<file path="src/rtl/imm_pkg.sv">
// imm_pkg -- shared definitions for the immediate-decode stage.
//   fmt_e    : format select / resolved format codes (NONE, I, S, B, J, U, AUTO)
//   OP_*     : RV32 major opcodes used by AUTO format resolution
//   skid_st_e: occupancy states of the two-entry skid buffer
package imm_pkg;

   typedef enum logic [2:0] {
      FMT_NONE = 3'd0,
      FMT_I    = 3'd1,
      FMT_S    = 3'd2,
      FMT_B    = 3'd3,
      FMT_J    = 3'd4,
      FMT_U    = 3'd5,
      FMT_RSVD = 3'd6,   // reserved select, decodes as none
      FMT_AUTO = 3'd7
   } fmt_e;

   localparam logic [6:0] OP_IMM    = 7'b0010011;
   localparam logic [6:0] OP_LOAD   = 7'b0000011;
   localparam logic [6:0] OP_JALR   = 7'b1100111;
   localparam logic [6:0] OP_STORE  = 7'b0100011;
   localparam logic [6:0] OP_BRANCH = 7'b1100011;
   localparam logic [6:0] OP_JAL    = 7'b1101111;
   localparam logic [6:0] OP_LUI    = 7'b0110111;
   localparam logic [6:0] OP_AUIPC  = 7'b0010111;

   typedef enum logic [1:0] {
      ST_EMPTY = 2'd0,
      ST_ONE   = 2'd1,
      ST_FULL  = 2'd2
   } skid_st_e;

endpackage

</file>
<file path="src/rtl/imm_extract.sv">
// imm_extract -- combinational format resolution and immediate extraction.
// Ports:
//   instr [31:0]     raw RV32 instruction word
//   sel   [2:0]      format select (0 none, 1 I, 2 S, 3 B, 4 J, 5 U, 6 none, 7 AUTO)
//   imm   [XLEN-1:0] immediate sign-extended from instr[31]; zero for none
//   fmt   [2:0]      resolved format code (1..5, or 0 for none)
//   err              AUTO hit an unknown opcode, or select 6 was used
module imm_extract
   import imm_pkg::*;
#(
   parameter int XLEN = 32
) (
   input  logic [31:0]     instr,
   input  logic [2:0]      sel,
   output logic [XLEN-1:0] imm,
   output logic [2:0]      fmt,
   output logic            err
);

   fmt_e        res;
   logic [31:0] imm32;

   always_comb begin
      res = FMT_NONE;
      case (sel)
         FMT_I, FMT_S, FMT_B, FMT_J, FMT_U: res = fmt_e'(sel);
         FMT_AUTO: begin
            case (instr[6:0])
               OP_IMM, OP_LOAD, OP_JALR: res = FMT_I;
               OP_STORE:                 res = FMT_S;
               OP_BRANCH:                res = FMT_B;
               OP_JAL:                   res = FMT_J;
               OP_LUI, OP_AUIPC:         res = FMT_U;
               default:                  res = FMT_NONE;
            endcase
         end
         default: res = FMT_NONE;
      endcase
   end

   always_comb begin
      imm32 = 32'd0;
      case (res)
         FMT_I: imm32 = {{20{instr[31]}}, instr[31:20]};
         FMT_S: imm32 = {{20{instr[31]}}, instr[31:25], instr[11:7]};
         FMT_B: imm32 = {{19{instr[31]}}, instr[31], instr[7], instr[30:25], instr[11:8], 1'b0};
         FMT_J: imm32 = {{11{instr[31]}}, instr[31], instr[19:12], instr[20], instr[30:21], 1'b0};
         FMT_U: imm32 = {instr[31:12], 12'd0};
         default: imm32 = 32'd0;
      endcase
   end

   // Replicating bit 31 (XLEN-31) times covers both XLEN=32 (count 1) and 64.
   assign imm = {{(XLEN-31){imm32[31]}}, imm32[30:0]};
   assign fmt = res;
   assign err = ((sel == FMT_AUTO) && (res == FMT_NONE)) || (sel == FMT_RSVD);

endmodule

</file>
<file path="src/rtl/imm_decode_stage.sv">
// imm_decode_stage -- pipeline stage that decodes an RV32 immediate at
// acceptance and holds the decoded result in a 2-entry skid buffer.
// Optional feature: define IMM_DECODE_ERR_EN to add the out_err port.
// Ports:
//   clk, rst_n                 clock, synchronous active-low reset
//   in_valid/in_ready          upstream handshake (in_ready from state only)
//   in_instr, in_sel, in_tag   instruction, format select, sideband tag
//   out_valid/out_ready        downstream handshake
//   out_imm, out_fmt, out_tag  decoded immediate, resolved format, tag
//   out_err (optional)         result resolved to none (unknown opcode / sel 6)
module imm_decode_stage
   import imm_pkg::*;
#(
   parameter int XLEN  = 32,
   parameter int TAG_W = 4
) (
   input  logic             clk,
   input  logic             rst_n,
   input  logic             in_valid,
   output logic             in_ready,
   input  logic [31:0]      in_instr,
   input  logic [2:0]       in_sel,
   input  logic [TAG_W-1:0] in_tag,
   output logic             out_valid,
   input  logic             out_ready,
   output logic [XLEN-1:0]  out_imm,
   output logic [2:0]       out_fmt,
   output logic [TAG_W-1:0] out_tag
`ifdef IMM_DECODE_ERR_EN
   ,
   output logic             out_err
`endif
);

   logic [XLEN-1:0] dec_imm;
   logic [2:0]      dec_fmt;
   logic            dec_err;

   imm_extract #(.XLEN(XLEN)) u_extract (
      .instr (in_instr),
      .sel   (in_sel),
      .imm   (dec_imm),
      .fmt   (dec_fmt),
      .err   (dec_err)
   );

   skid_st_e state_reg, state_next;
   logic     accept, drain;
   logic     load_head, head_from_skid, load_skid;

   // Entry 0 is the head presented on out_*; entry 1 is the skid slot.
   logic [XLEN-1:0]  imm_reg [2];
   logic [2:0]       fmt_reg [2];
   logic [TAG_W-1:0] tag_reg [2];

   assign in_ready  = (state_reg != ST_FULL);
   assign out_valid = (state_reg != ST_EMPTY);
   assign accept    = in_valid && in_ready;
   assign drain     = out_valid && out_ready;

   always_ff @(posedge clk) begin
      if (!rst_n) state_reg <= ST_EMPTY;
      else        state_reg <= state_next;
   end

   always_comb begin
      state_next     = state_reg;
      load_head      = 1'b0;
      head_from_skid = 1'b0;
      load_skid      = 1'b0;
      case (state_reg)
         ST_EMPTY: begin
            if (accept) begin
               load_head  = 1'b1;
               state_next = ST_ONE;
            end
         end
         ST_ONE: begin
            case ({accept, drain})
               2'b11: load_head = 1'b1;       // replace head, stay ONE
               2'b10: begin
                  load_skid  = 1'b1;
                  state_next = ST_FULL;
               end
               2'b01: state_next = ST_EMPTY;
               default: ;
            endcase
         end
         ST_FULL: begin
            if (drain) begin
               load_head      = 1'b1;
               head_from_skid = 1'b1;
               state_next     = ST_ONE;
            end
         end
         default: state_next = ST_EMPTY;
      endcase
   end

   always_ff @(posedge clk) begin
      if (!rst_n) begin
         for (int i = 0; i < 2; i++) begin
            imm_reg[i] <= '0;
            fmt_reg[i] <= '0;
            tag_reg[i] <= '0;
         end
      end else begin
         if (load_head) begin
            imm_reg[0] <= head_from_skid ? imm_reg[1] : dec_imm;
            fmt_reg[0] <= head_from_skid ? fmt_reg[1] : dec_fmt;
            tag_reg[0] <= head_from_skid ? tag_reg[1] : in_tag;
         end
         if (load_skid) begin
            imm_reg[1] <= dec_imm;
            fmt_reg[1] <= dec_fmt;
            tag_reg[1] <= in_tag;
         end
      end
   end

   assign out_imm = imm_reg[0];
   assign out_fmt = fmt_reg[0];
   assign out_tag = tag_reg[0];

`ifdef IMM_DECODE_ERR_EN
   logic err_reg [2];

   always_ff @(posedge clk) begin
      if (!rst_n) begin
         err_reg[0] <= 1'b0;
         err_reg[1] <= 1'b0;
      end else begin
         if (load_head) err_reg[0] <= head_from_skid ? err_reg[1] : dec_err;
         if (load_skid) err_reg[1] <= dec_err;
      end
   end

   assign out_err = err_reg[0];
`else
   logic unused_dec_err;
   assign unused_dec_err = dec_err;
`endif

endmodule

</file>
<file path="config.mk">
export PLATFORM = sky130hd
export DESIGN_NAME = imm_decode_stage
export DESIGN_NICKNAME = d
export VERILOG_FILES = /design/src/rtl/imm_pkg.sv /design/src/rtl/imm_extract.sv /design/src/rtl/imm_decode_stage.sv
export SDC_FILE = /design/constraint.sdc
export NUM_CORES = 1
export LEC_CHECK = 0
export ABC_AREA = 1
export BUFFER_PORTS_ARGS = -buffer_cell sky130_fd_sc_hd__buf_2
export CELL_PAD_IN_SITES_DETAIL_PLACEMENT = 1
export CELL_PAD_IN_SITES_GLOBAL_PLACEMENT = 2
export CORE_ASPECT_RATIO = 0.75
export CORE_MARGIN = 1.5
export CORE_UTILIZATION = 33
export DETAILED_ROUTE_END_ITERATION = 12
export MAX_ROUTING_LAYER = met4
export PLACE_DENSITY = 0.84
export SYNTH_ARGS = -nofsm -noshare
export SYNTH_HDL_FRONTEND = slang
export SYNTH_HIERARCHICAL = 1
export SYNTH_SLANG_ARGS = --single-unit
</file>
<file path="constraint.sdc">
create_clock -name clk -period 4.1 [get_ports clk]
set_input_delay 0.41 -clock clk [delete_from_list [all_inputs] [get_ports clk]]
set_output_delay 0.41 -clock clk [all_outputs]
set_load 0.02 [all_outputs]
</file>
==> metrics.yaml, run 1 <==
route:
  ant_nets: 0
  drc: 0
  wl_per_cell_um: 14.0
  wl_mm: 11.2
  vias: 3629
  firstDrtPassIters: 4
  drt_iter0_markers: 191
  vias_per_cell: 4.53
global_routing:
  grt_pass1_wl_mm: 18.6
  antenna_found_initial: 0
  grt_usage_pct: 16.3
  grt_pass1_vias: 3746
  grt_max_degree: 79
  overflow: 0
logic_synthesis:
  ys.warnings.count: 6
  synth.avg_cell_area_um2: 8.11
  synthCells: 587
  syn_area_um2: 4760
  syn-num-nets: 633
setup_path:
  worstSetupEndpointType: "register"
  worst-setup-path-type: "register to register"
  cp.arrival_ns: 2.71
  cp_data_required_time_ns: 4.16
  cp-start-kind: "register"
  crit_fanout: 78
timing:
  layout_worst_path_cycle_share_pct: 64.8
  setup_tns_ns: 0
  period_minus_slack_ns: 2.66
  fmax_ghz: 0.377
  final_hold_viol_count: 0
  slew_viol_final: 0
  setup_viol: 0
  finClkSkew_ns: 0.00633
  max-slew-margin-rel_pct: 32.5
  rsz0062_at_grt: "no"
  setup_ws_ns: 1.44
  worstMarginPinSlew_ns: 1.01
floorplanning:
  die_w_um: 142
  io_pins: 84
  core_area_um2: 13900
  initial_core_util_pct: 34.3
  die_area_um2: 15200
  rows: 37
  fp.dieH_um: 107
status:
  status: "complete, no violations"
placed_design:
  dp_hpwl_mm: 7.59
  dp_slack_ns: 1.25
  portBuffers: 83
  gp_congestion: 0.828
  placed_area_um2: 4980
power:
  finalPower_w: 0.00236
  cellLeakagePower_nw: 2.59
  powerDensity_nw_per_um2: 445
  ir_worst_vdd_mv: 0.163
cells_and_area:
  drive_gt1_share_pct: 22.5
  num_antenna_cells: 0
  final_cell_area_um2: 5300
  syn_to_final_growth_pct: 11.3
  nets: 667
  largest_register_ffs: 64
flow_run:
  maxCapViolCount: 0
clock_tree:
  numCtsBuffers: 9
  cts.sinks: 80
  clk_path_buf_depth: 2
  cts_resized: 0
  cts.clk_slew.worst_paths_ns: 0.06
  cts-hold-fix-buffers: 0
  cts_tree: "yes"
  postCtsSetupRepairBufs: 0
  cts_max_level: 3
  worstSkewPairLatency_ns: 0.34
  root_buffer: "clkbuf_16"
worst_hold_path:
  hold_class: "primary input to register"
==> placed cells by master (no fill, tap or decap) <==
| cell | instances |
|---|---|
| nand2_1 | 154 |
| inv_1 | 102 |
| buf_2 | 83 |
| edfxtp_1 | 78 |
| nor2_1 | 77 |
| nand3_1 | 57 |
| nor2_2 | 21 |
| clkbuf_16 | 9 |
| nand2_2 | 5 |
| inv_2 | 5 |
| nand4_1 | 4 |
| buf_4 | 4 |
| nand3b_1 | 3 |
| ha_1 | 3 |
| nand3_2 | 3 |
| nor2_4 | 2 |
| clkinvlp_4 | 2 |
| bufinv_16 | 2 |
| dfxtp_1 | 2 |
| nand2_4 | 1 |
| a21oi_1 | 1 |
| a21boi_0 | 1 |
| clkbuf_1 | 1 |
| clkinv_2 | 1 |
| clkinv_1 | 1 |
| a31oi_4 | 1 |
| o21ai_4 | 1 |
| o22ai_1 | 1 |
| nor3_4 | 1 |
==> layout make-up <==
type / instances / area [um^2]
Timing Repair Buffer: 87 / 445
Inverter: 107 / 402
Tap cell: 175 / 219
Multi-Input combinational cell: 336 / 1540
Sequential cell: 80 / 2380
Fill cell: 1699 / 8590
Clock buffer: 10 / 229
Clock inverter: 6 / 83.8
==> per-layer routing <==
| metal | up-vias | global-route usage (%) | share of wire [%] |
|---|---|---|---|
| li1 | 1833 | - | - |
| met1 | 1723 | 21.0 | 50 |
| met2 | 65 | 25.7 | 46 |
| met3 | 8 | 3.53 | 3.1 |
| met4 | 0 | 5.52 | 1.2 |
| met5 | - | - | 0 |
==> per-stage QoR <==
stage | cells | util [%] | hold WS (ns)
2_1_floorplan | 587 | - | 0.526
4_1_cts | 801 | 38.1 | 0.373
5_1_grt | 801 | 38.1 | 0.392
3_5_place_dp | 785 | 35.9 | 0.616
6_report | 801 | 38.1 | 0.389
3_3_place_gp | 785 | 35.9 | 0.577
==> worst paths after layout <==
path           startpoint        endpoint  slack, ns  cells past startpoint
max          state_reg[1]  imm_reg[0][16]       1.44                      8
min                 rst_n    state_reg[1]       0.39                      3
max reg2reg  state_reg[1]  imm_reg[0][16]       1.44                      8
min reg2reg  state_reg[0]    state_reg[1]       0.63                      2
==> power breakdown <==
part           internal (W)  total (W)  switching, W
Sequential          0.00102    0.00104     0.0000293
Clock              0.000530   0.000857      0.000327
Combinational      0.000125   0.000455      0.000330
Total               0.00167    0.00236      0.000686
==> critical path: stages, from the launching register on <==
cell and delay, ns:
dfxtp_1 0.33, inv_1 0.12, nor2_4 0.36, nor2_1 0.17
ha_1 0.21, nand3_1 0.11, nand4_1 0.18, nand2_4 0.76
nor2_1 0.11
(Power assumes the default switching activity.)
==> inputs of run 2 (changes only) <==
Settings changed: ABC_AREA 1 to 0, CORE_UTILIZATION 33 to 32, PLACE_DENSITY 0.84 to 0.8.
Clock period 4.1 ns to 2.4 ns, I/O delays scaled along.
==> metrics.yaml, run 2 <==
status:
  status: "complete, no violations"  # unchanged
setup_path:
  worstSetupEndpointType: "register"  # unchanged
  r2r_start: "state_reg[1]"  # unchanged
  cp-start-kind: "register"  # unchanged
  worst-setup-path-type: "register to register"  # unchanged
  reg2reg_to: "fmt_reg[0][0]"  # was imm_reg[0][16]
  cp_data_required_time_ns: 2.47  # was 4.16 ns
  reg2reg_slack_ns: 0.28  # was 1.44 ns
  cp.arrival_ns: 2.19  # was 2.71 ns
  crit_fanout: 57  # was 78
  ff2ff_path_depth: 7  # was 8
floorplanning:
  core_area_um2: 13200  # was 13,900 um^2
  die_area_um2: 14400  # was 15,200 um^2
  initial_core_util_pct: 33.2  # was 34.3%
  fp.dieH_um: 104  # was 107 um
  io_pins: 84  # unchanged
  die_w_um: 138  # was 142 um
  rows: 36  # was 37
timing:
  layout_worst_path_cycle_share_pct: 88.2  # was 64.8%
  final_hold_viol_count: 0  # unchanged
  whs_ns: 0.189  # was 0.389 ns
  rsz0062_at_grt: "no"  # unchanged
  setup_tns_ns: 0  # unchanged
  max-slew-margin-rel_pct: 58.6  # was 32.5%
  setup_viol: 0  # unchanged
  fmax_ghz: 0.472  # was 0.377 GHz
  finClkSkew_ns: 0.00430  # was 0.00633 ns
  worstMarginPinSlew_ns: 0.618  # was 1.01 ns
  slew_viol_final: 0  # unchanged
  period_minus_slack_ns: 2.12  # was 2.66 ns
clock_tree:
  cts_tree: "yes"  # unchanged
  postCtsSetupRepairBufs: 0  # unchanged
  cts.sinks: 80  # unchanged
  worstSkewPairLatency_ns: 0.34  # about the same
  cts_max_level: 3  # unchanged
  clk_path_buf_depth: 2  # unchanged
  root_buffer: "clkbuf_16"  # unchanged
  numCtsBuffers: 9  # unchanged
  cts-hold-fix-buffers: 0  # unchanged
  cts_resized: 0  # unchanged
  cts.clk_slew.worst_paths_ns: 0.06  # about the same
power:
  cellLeakagePower_nw: 2.00  # was 2.59 nW
  powerDensity_nw_per_um2: 734  # was 445 nW/um^2
  ir_worst_vdd_mv: 0.308  # was 0.163 mV
logic_synthesis:
  synthCells: 400  # was 587
  ys.warnings.count: 6  # unchanged
  synth.avg_cell_area_um2: 11.0  # was 8.11 um^2
  syn_area_um2: 4390  # was 4760 um^2
  syn-num-nets: 446  # was 633
cells_and_area:
  layout_common_cells: "87 x nand2_1, 83 x buf_2, 78 x edfxtp_1"  # was 154 x nand2_1, 102 x inv_1, 83 x buf_2
  drive_gt1_share_pct: 31.4  # was 22.5%
  num_antenna_cells: 0  # unchanged
  nets: 489  # was 667
  final_common_cell: "nand2_1"  # unchanged
  utilization_pct: 37.6  # was 38.1%
  largest_register_ffs: 64  # unchanged
  layoutNonFillerInstCount: 617  # was 801
  syn_to_final_growth_pct: 13.2  # was 11.3%
route:
  vias: 2942  # was 3,629
  drc: 0  # unchanged
  wl_mm: 10.1  # was 11.2 mm
  vias_per_cell: 4.77  # was 4.53
  firstDrtPassIters: 4  # unchanged
  ant_nets: 0  # unchanged
  drt_iter0_markers: 155  # was 191
  wl_per_cell_um: 16.3  # was 14.0 um
global_routing:
  grt_max_degree: 58  # was 79
  overflow: 0  # unchanged
  grt_pass1_vias: 3119  # was 3,746
  grt_pass1_wl_mm: 16.3  # was 18.6 mm
  antenna_found_initial: 0  # unchanged
  grt_usage_pct: 15.0  # was 16.3%
worst_hold_path:
  hold_end: "state_reg[0]"  # was state_reg[1]
  holdPathStages: 2  # was 3
  min_from: "rst_n"  # unchanged
  hold_class: "primary input to register"  # unchanged
placed_design:
  placed_cells: 603  # was 785
  gp_congestion: 0.766  # was 0.828
  portBuffers: 83  # unchanged
  dp_hpwl_mm: 6.75  # was 7.59 mm
flow_run:
  maxCapViolCount: 0  # unchanged
## run 2: metal layers
layer  GRT usage [%]  share of wire [%]
met3            3.27                4.5
met5               -                  0
met2            23.0                 47
met4            5.94                1.7
met1            19.3                 47
## run 2: critical path, cell delays in order (launching register included)
cell     delay, ns
dfxtp_1       0.43
or2b_1        0.28
and2_1        0.20
ha_1          0.21
nor2_1        0.15
o32a_4        0.21
buf_12        0.26
a21oi_1       0.08
## run 2: worst max path at each step
stage / slack (ns) / end / start
after floorplan: 0.003 / fmt_reg[0][3] / state_reg[0]
after global placement: 0.18 / imm_reg[0][30] / in_instr[6]
after detailed placement: 0.15 / imm_reg[0][30] / in_instr[3]
after CTS: 0.27 / imm_reg[0][5] / state_reg[1]
after global routing: 0.12 / fmt_reg[0][3] / state_reg[0]
final: 0.28 / fmt_reg[0][0] / state_reg[1]
## run 2: final cells by class
cell class | count | area (um^2)
Multi-Input combinational cell | 248 | 1540
Clock buffer | 9 | 225
Fill cell | 1527 | 8230
Clock inverter | 5 | 50.0
Inverter | 11 | 41.3
Timing Repair Buffer | 93 | 515
Sequential cell | 80 | 2380
Tap cell | 171 | 214
## run 2: through the flow
stage / worst slack (ns) / total power [W] / cell area (um^2)
floorplan: 0.00338 / 0.00226 / 4390
global placement: 0.183 / 0.00236 / 4690
detailed placement: 0.153 / 0.00238 / 4690
CTS: 0.273 / 0.00370 / 4970
global route: 0.121 / 0.00380 / 4970
finish: 0.283 / 0.00365 / 4970
## run 2: report_power, final
group	switching (W)	leakage [nW]	internal [W]
combinational	0.000402	1.01	0.000220
sequential	0.0000371	0.848	0.00169
clock	0.000517	0.141	0.000785
==> inputs of run 3 (changes only) <==
Settings changed: CELL_PAD_IN_SITES_DETAIL_PLACEMENT 1 to not set, CELL_PAD_IN_SITES_GLOBAL_PLACEMENT 2 to not set, CORE_UTILIZATION 32 to 50.
==> metrics.yaml, run 3 (synthesis results as in run 2) <==
setup_path:
  worstSetupEndpointType: "register"  # unchanged
  worst-setup-path-type: "register to register"  # unchanged
  cp-start-kind: "register"  # unchanged
  r2r_start: "state_reg[0]"  # was state_reg[1]
  worstSetupStartpoint: "state_reg[0]"  # was state_reg[1]
  cp_data_required_time_ns: 2.47  # about the same
  crit_fanout: 25  # was 57
  cp.arrival_ns: 2.18  # was 2.19 ns
timing:
  setup_tns_ns: 0  # unchanged
  finClkSkew_ns: 0.00449  # was 0.00430 ns
  period_minus_slack_ns: 2.11  # was 2.12 ns
  setup_viol: 0  # unchanged
  slew_viol_final: 0  # unchanged
  layout_worst_path_cycle_share_pct: 87.9  # was 88.2%
  fmax_ghz: 0.474  # was 0.472 GHz
  setup_ws_ns: 0.289  # was 0.283 ns
  worstMarginPinSlew_ns: 0.556  # was 0.618 ns
  max-slew-margin-rel_pct: 62.7  # was 58.6%
  final_hold_viol_count: 0  # unchanged
  rsz0062_at_grt: "no"  # unchanged
placed_design:
  placed_area_um2: 4610  # was 4690 um^2
  dp_slack_ns: 0.237  # was 0.153 ns
  gp_congestion: 0.839  # was 0.766
  portBuffers: 83  # unchanged
  dp_hpwl_mm: 5.39  # was 6.75 mm
clock_tree:
  worstSkewPairLatency_ns: 0.33  # was 0.34 ns
  cts_resized: 0  # unchanged
  numCtsBuffers: 9  # unchanged
  cts_max_level: 3  # unchanged
  cts.clk_slew.worst_paths_ns: 0.06  # about the same
  cts-hold-fix-buffers: 0  # unchanged
  root_buffer: "clkbuf_16"  # unchanged
  postCtsSetupRepairBufs: 0  # unchanged
  cts.sinks: 80  # unchanged
  clk_path_buf_depth: 2  # unchanged
  cts_tree: "yes"  # unchanged
worst_hold_path:
  hold_class: "primary input to register"  # unchanged
  min_from: "rst_n"  # unchanged
cells_and_area:
  drive_gt1_share_pct: 30.7  # was 31.4%
  final_cell_area_um2: 4860  # was 4970 um^2
  nets: 488  # was 489
  largest_register_ffs: 64  # unchanged
  final_common_cell: "nand2_1"  # unchanged
  layout_common_cells: "87 x nand2_1, 83 x buf_2, 78 x edfxtp_1"  # unchanged
  syn_to_final_growth_pct: 10.8  # was 13.2%
  num_antenna_cells: 0  # unchanged
route:
  wl_per_cell_um: 14.7  # was 16.3 um
  vias_per_cell: 5.16  # was 4.77
  ant_nets: 0  # unchanged
  drt_iter0_markers: 222  # was 155
  wl_mm: 8.15  # was 10.1 mm
  drc: 0  # unchanged
  firstDrtPassIters: 4  # unchanged
  vias: 2857  # was 2,942
global_routing:
  grt_pass1_vias: 2727  # was 3,119
  grt_usage_pct: 18.8  # was 15.0%
  antenna_found_initial: 0  # unchanged
  grt_max_degree: 54  # was 58
  overflow: 0  # unchanged
  grt_pass1_wl_mm: 13.5  # was 16.3 mm
floorplanning:
  die_area_um2: 9350  # was 14,400 um^2
  die_w_um: 111  # was 138 um
  core_area_um2: 8490  # was 13,200 um^2
  io_pins: 84  # unchanged
  initial_core_util_pct: 51.7  # was 33.2%
  rows: 29  # was 36
  fp.dieH_um: 84.1  # was 104 um
flow_run:
  maxCapViolCount: 0  # unchanged
power:
  powerDensity_nw_per_um2: 722  # was 734 nW/um^2
  ir_worst_vdd_mv: 0.419  # was 0.308 mV
  finalPower_w: 0.00351  # was 0.00365 W
  cellLeakagePower_nw: 1.97  # was 2.00 nW
status:
  status: "complete, no violations"  # unchanged
## run 3: final timing paths
kind,cells past startpoint,endpoint,slack [ns]
worst min-delay path,2,state_reg[0],0.20
worst max register to register,7,imm_reg[0][31],0.29
worst max-delay path,7,imm_reg[0][31],0.29
worst min register to register,2,imm_reg[0][30],0.59
## run 3: final cells by class
cell class	instances	area (um^2)
Clock inverter	5	25.0
Fill cell	710	3630
Clock buffer	10	229
Sequential cell	80	2380
Timing Repair Buffer	92	508
Multi-Input combinational cell	248	1540
Tap cell	108	135
Inverter	11	41.3
## run 3: power breakdown
| group | switching, W | total [W] | internal [W] |
|---|---|---|---|
| logic | 0.000382 | 0.000600 | 0.000218 |
| registers | 0.0000365 | 0.00172 | 0.00169 |
| clock network | 0.000502 | 0.00118 | 0.000683 |
| total | 0.000920 | 0.00351 | 0.00259 |
## run 3: metrics by stage
| step | instances | hold WS (ns) | utilization (%) |
|---|---|---|---|
| floorplan | 400 | 0.358 | - |
| global placement | 539 | 0.510 | 54.2 |
| detailed placement | 539 | 0.529 | 54.2 |
| CTS | 554 | 0.190 | 57.2 |
| global route | 554 | 0.197 | 57.2 |
| finish | 554 | 0.200 | 57.2 |
## run 3: worst max-delay path, stage by stage (launching register included)
cell and delay (ns):
dfxtp_1 0.37, or2_2 0.32, and2_1 0.19, ha_1 0.23, nor2_1 0.14, o32a_4 0.21
buf_4 0.30, a21oi_1 0.09
## run 3: per-layer routing
metal  routed length (um)  up-vias  GRT usage [%]  part of all wire (%)
met5                    0        -              -                     0
met4                  167        0           7.94                   2.0
met3                  467       14           3.34                   5.7
met2                 3760       89           28.1                    46
met1                 3750     1330           25.6                    46
li1                     -     1424              -                     -
